### src/rtl/beatmap_stream_sink.sv
// Beatmap stream sink: locks onto the repeating note-position sequence, flags breaks in it,
// and queues beat-captured notes in a first-word-fall-through FIFO for the renderer.
//
// state  | meaning
// SYNC   | waiting for a BASE sample to align the sequence tracker
// LOCKED | tracking; every enabled sample must equal expected_q
module beatmap_stream_sink #(
    parameter int unsigned BASE      = 200,
    parameter int unsigned STEP_LOG2 = 2,
    parameter int unsigned LAST      = 216,
    parameter int unsigned DEPTH     = 8
) (
    input  logic                       clk,
    input  logic                       reset,
    input  logic                       data_en,
    input  logic [7:0]                 data,
    input  logic                       beat_tick,
    input  logic                       clr_flags,
    output logic                       note_valid,
    input  logic                       note_ready,
    output logic [7:0]                 note_pos,
    output logic [2:0]                 note_idx,
    output logic [$clog2(DEPTH):0]     fifo_count,
    output logic                       locked,
    output logic                       seq_err,
    output logic                       overflow
);
    localparam int unsigned AW     = $clog2(DEPTH);
    localparam logic [7:0]  BASE_B = 8'(BASE);
    localparam logic [7:0]  LAST_B = 8'(LAST);
    localparam logic [7:0]  STEP_B = 8'(1 << STEP_LOG2);
    localparam logic [AW:0] FULL_C = (AW + 1)'(DEPTH);

    typedef enum logic {SYNC, LOCKED} state_t;

    state_t        state_q, state_d;
    logic [7:0]    expected_q, expected_d;
    logic [AW-1:0] wr_ptr_q, rd_ptr_q;
    logic [AW:0]   count_q, count_d;
    logic          seq_err_q, seq_err_d;
    logic          overflow_q, overflow_d;
    logic [10:0]   mem_q [DEPTH];

    logic          in_seq, push_req, pop, full, push_ok;
    logic [7:0]    offset;
    logic [10:0]   head;

    assign offset   = (data - BASE_B) >> STEP_LOG2;
    assign in_seq   = (state_q == LOCKED) && data_en && (data == expected_q);
    assign push_req = in_seq && beat_tick;
    assign full     = (count_q == FULL_C);
    assign pop      = (count_q != '0) && note_ready;
    // A full FIFO can still take a push when the head leaves in the same cycle.
    assign push_ok  = push_req && (!full || pop);

    always_comb begin
        state_d    = state_q;
        expected_d = expected_q;
        seq_err_d  = clr_flags ? 1'b0 : seq_err_q;
        overflow_d = clr_flags ? 1'b0 : overflow_q;
        count_d    = count_q;

        if (data_en) begin
            if (state_q == SYNC) begin
                if (data == BASE_B) begin
                    state_d    = LOCKED;
                    expected_d = BASE_B + STEP_B;
                end
            end else if (data == expected_q) begin
                expected_d = (expected_q == LAST_B) ? BASE_B : expected_q + STEP_B;
            end else begin
                state_d   = SYNC;
                seq_err_d = 1'b1;
            end
        end

        if (push_req && full && !pop) begin
            overflow_d = 1'b1;
        end

        if (push_ok && !pop) begin
            count_d = count_q + 1'b1;
        end else if (pop && !push_ok) begin
            count_d = count_q - 1'b1;
        end
    end

    always_ff @(posedge clk) begin
        if (reset) begin
            state_q    <= SYNC;
            expected_q <= BASE_B;
            wr_ptr_q   <= '0;
            rd_ptr_q   <= '0;
            count_q    <= '0;
            seq_err_q  <= 1'b0;
            overflow_q <= 1'b0;
        end else begin
            state_q    <= state_d;
            expected_q <= expected_d;
            count_q    <= count_d;
            seq_err_q  <= seq_err_d;
            overflow_q <= overflow_d;
            if (push_ok) begin
                wr_ptr_q <= wr_ptr_q + AW'(1);
            end
            if (pop) begin
                rd_ptr_q <= rd_ptr_q + AW'(1);
            end
        end
    end

    // Storage is not reset; occupancy gates everything visible.
    always_ff @(posedge clk) begin
        if (!reset && push_ok) begin
            mem_q[wr_ptr_q] <= {data, offset[2:0]};
        end
    end

    assign head       = mem_q[rd_ptr_q];
    assign note_valid = (count_q != '0);
    assign note_pos   = head[10:3];
    assign note_idx   = head[2:0];
    assign fifo_count = count_q;
    assign locked     = (state_q == LOCKED);
    assign seq_err    = seq_err_q;
    assign overflow   = overflow_q;
endmodule
### config.mk
export PLATFORM = sky130hd
export DESIGN_NAME = beatmap_stream_sink
export DESIGN_NICKNAME = d
export VERILOG_FILES = /design/src/rtl/beatmap_stream_sink.sv
export SDC_FILE = /design/constraint.sdc
export NUM_CORES = 1
export LEC_CHECK = 0
export BUFFER_PORTS_ARGS = -buffer_cell sky130_fd_sc_hd__buf_2
export CAP_MARGIN = 5
export CORE_AREA = 5 5 94 96
export CTS_CLUSTER_DIAMETER = 40
export CTS_CLUSTER_SIZE = 12
export DETAILED_ROUTE_END_ITERATION = 8
export DIE_AREA = 0 0 99 101
export PLACE_DENSITY_LB_ADDON = 0.15
export SLEW_MARGIN = 20
export SYNTH_ARGS = -nofsm -noshare
export SYNTH_HDL_FRONTEND = slang
export SYNTH_SLANG_ARGS = --single-unit
### constraint.sdc
create_clock -name clk -period 5.7 [get_ports clk]
set_input_delay 0.285 -clock clk [delete_from_list [all_inputs] [get_ports clk]]
set_output_delay 0.285 -clock clk [all_outputs]
set_load 0.01 [all_outputs]
==> metrics.txt <==
clk slew on worst S/H paths=about 0.1 ns; outcome=completed; drt first pass iters=4; top cells by area, synth=edfxtp_1, mux4_2, dfxtp_1; Final Wtd Congestion=0.748; worst r2r src=expected_q[6]$_SDFFE_PP1P_; worst path required time=6.00 ns; simple-gate area share of the yosys netlist=0.0889; Fin Clk Skew=around 0.0086 ns; DRT iter0 DRCs=75; Worst setup SP type=flop; most frequent cell after synthesis=edfxtp_1; WHS=0.190 ns; number of global-route vias before repair=2,298; Num CTS Buffers=9; leading area contributor after synthesis=edfxtp_1; worst setup path class=flop to flop; adder-cell share of the synthesized area=0.0251; worst IR drop on VDD=around 0.26 mV; actual slew at the worst max-slew pin=1.17 ns; Synth Area in Compound Gates=0.0345; Fillers=598; max-slew violations=0; hold depth=3; total of cells resized after clock tree synthesis=0; num ports=33; pre-CTS setup slack=2.73 ns; die width=99 um; clock network power share=0.306; initial core utilization=0.537; prevailing post-synth register cell=edfxtp_1; min-delay worst type=input pin to flop; sequential-to-total area share from yosys stat=0.664; DRT Wirelength=7.63 mm; CTS tree=built; Synth top area share=0.561; Logic pwr share=0.177; grt ovf=0; fmax=352 MHz; Final nets=316; routed vias=2,250; Detail Placement HPWL=4.81 mm; CP Capture Type=flop; final period utilization=0.498; Root Driver=clkbuf_8; DR vias/cell=around 5.6; Routed Antenna Nets=0; Worst-Skew Late Latency=0.37 ns; Post-CTS Hold Buffers=0; Worst slew margin=0.217; core region area=0.00797 mm^2; Sequential Power Share=0.517; Max FO, Critical Path=6; # rows=33; Worst Slack Setup Final=around 2.9 ns; Max Cap Viol=0; reg-to-reg endpoint=fifo_count[3]$_SDFFE_PP0P_; mean routed wirelength per cell=approximately 19 um; hold_sp=clr_flags; Int Pwr=1220 uW; Post-synth EDFFs=80; Area Overhead vs Synth=12.3%; Critical Path AT=3.14 ns; post-synthesis mux area share=0.144; Final Critical Period=between 2 and 3 ns; cells after synthesis=approximately 260; die span in y=101 um; port bufs=32; yosys warns=0; clk sinks=slightly above 100; mapped cell area=0.00428 mm^2; initial antenna violation count=0; final hold vios=0; Tot GR Track Use=0.169; RSZ-0062 raised after global routing=false; LEAKAGE=0.00158 uW; largest family of logic cells by synthesized area=multiplexers; Sw Ratio=0.257; die footprint=around 0.010 mm^2; first-pass GRT wire length=~13 mm; Util after Layout=0.603; Cell variety after synth=43; XOR/XNOR Fraction of Synth Area=0.0298; most instantiated cells after synthesis=edfxtp_1, dfxtp_1, nor2_1; mean post-synth cell area=16.6 um^2; CTS H-tree depth=3; number of diodes=0; share of layout cells above drive strength 1=0.308; flops & latches, synth=slightly above 100; worst reg2reg path depth=11; Worst Hold Path EP=seq_err$_SDFF_PP0_; setup TNS=0 ns; Bufs on Longest Clock Path=2; Psw=423 uW; pwr/cell area=343 mW/mm^2; Syn Nets=280; endpoints failing setup=0; R2R Setup Slk=roughly 2.9 ns; drt drc=0; post-CTS setup buffer count=0; largest net degree at the start of global routing=29; FFs w/ async S/R, synth=0
==> how the worst max path moves through the flow <==
stage	startpoint	to	slack, ns	depth (start not counted)
3_5_place_dp	data[1]	fifo_count[3]$_SDFFE_PP0P_	2.73	12
3_3_place_gp	data[1]	fifo_count[3]$_SDFFE_PP0P_	2.77	12
6_report	expected_q[6]$_SDFFE_PP1P_	fifo_count[3]$_SDFFE_PP0P_	2.86	11
2_1_floorplan	expected_q[2]$_SDFFE_PP0P_	mem_q[0][10]$_DFFE_PP_	3.02	5
4_1_cts	expected_q[6]$_SDFFE_PP1P_	fifo_count[3]$_SDFFE_PP0P_	2.84	11
5_1_grt	expected_q[6]$_SDFFE_PP1P_	fifo_count[3]$_SDFFE_PP0P_	2.61	11
==> sequential cells by signal, indices dropped and copies added, names as in the netlist, named ones only <==
name / flops
seq_err: 1
overflow: 1
rd_ptr_q: 3
fifo_count: 4
mem_q: 80
locked: 1
wr_ptr_q: 3
expected_q: 6
==> power groups by stage <==
| stage | logic (uW) | clock network [uW] | registers [uW] |
|---|---|---|---|
| detailed placement | 297 | 0 | 870 |
| global placement | 292 | 0 | 870 |
| global route | 326 | 551 | 858 |
| CTS | 298 | 511 | 853 |
| floorplan | 220 | 0 | 861 |
| finish | 292 | 503 | 852 |
==> stage by stage <==
stage | total power, uW | std cells | area, um^2
3_3_place_gp | 1160 | 388 | 4580
5_1_grt | 1740 | 404 | 4800
2_1_floorplan | 1080 | 258 | 4280
6_report | 1650 | 404 | 4800
4_1_cts | 1660 | 404 | 4800
3_5_place_dp | 1170 | 388 | 4580
==> layout by cell type, fill, tap and decap left out, types with 2 or more instances in the layout <==
master	synthesis	layout
nor2_1	21	20
inv_1	4	4
mux2i_1	4	4
nor2b_1	5	5
xor2_1	3	3
xnor2_2	3	3
edfxtp_1	80	80
o21ai_0	5	5
inv_6	0	2
a32o_1	2	2
o21bai_1	2	2
buf_4	1	3
nor4_4	1	3
buf_2	2	32
mux2_2	11	11
nor3_1	3	3
nand3_1	7	7
bufinv_16	0	2
clkbuf_8	0	9
nor4bb_1	2	2
and3_1	3	3
a21oi_1	7	7
dfxtp_1	22	22
ha_1	7	7
xnor2_1	6	6
nand2_1	6	6
nand2b_1	4	4
mux4_2	20	20
nand3b_1	2	2
and2b_1	2	2
==> worst max-delay path, cell delays in order (launching register included) <==
cell and delay [ns]:
dfxtp_1 0.44, xnor2_1 0.15, nand3_1 0.24, nor4_4 0.46, ha_1 0.27, inv_1 0.09
ha_1 0.28, a21o_1 0.17, a21oi_1 0.17, xnor2_1 0.09, or3_1 0.30, a21oi_1 0.14
==> final cells by class <==
type                       count  area, um^2  area share
sequential                   102        2840       0.592
tap                          105         131      0.0274
multi-input combinational    142        1410       0.294
clock inverter                 6        93.8      0.0195
inverter                       4        15.0     0.00313
clock buffer                  10         128      0.0266
timing repair buffer          35         183      0.0380
==> cell families after synthesis <==
group           Yosys count
simple gates             66
mux                      35
flops                   102
buf+inv                  14
compound gates           21
fa+ha+maj                 8
xor+xnor                 12
==> metal layers <==
layer,global-route usage,vias to the layer above,share of wire
met3,0.0374,8,0.037
met2,0.265,38,0.49
li1,-,1071,-
met5,0,-,0
met1,0.235,1133,0.45
met4,0.0599,0,0.014
(Power assumes the default switching activity.)
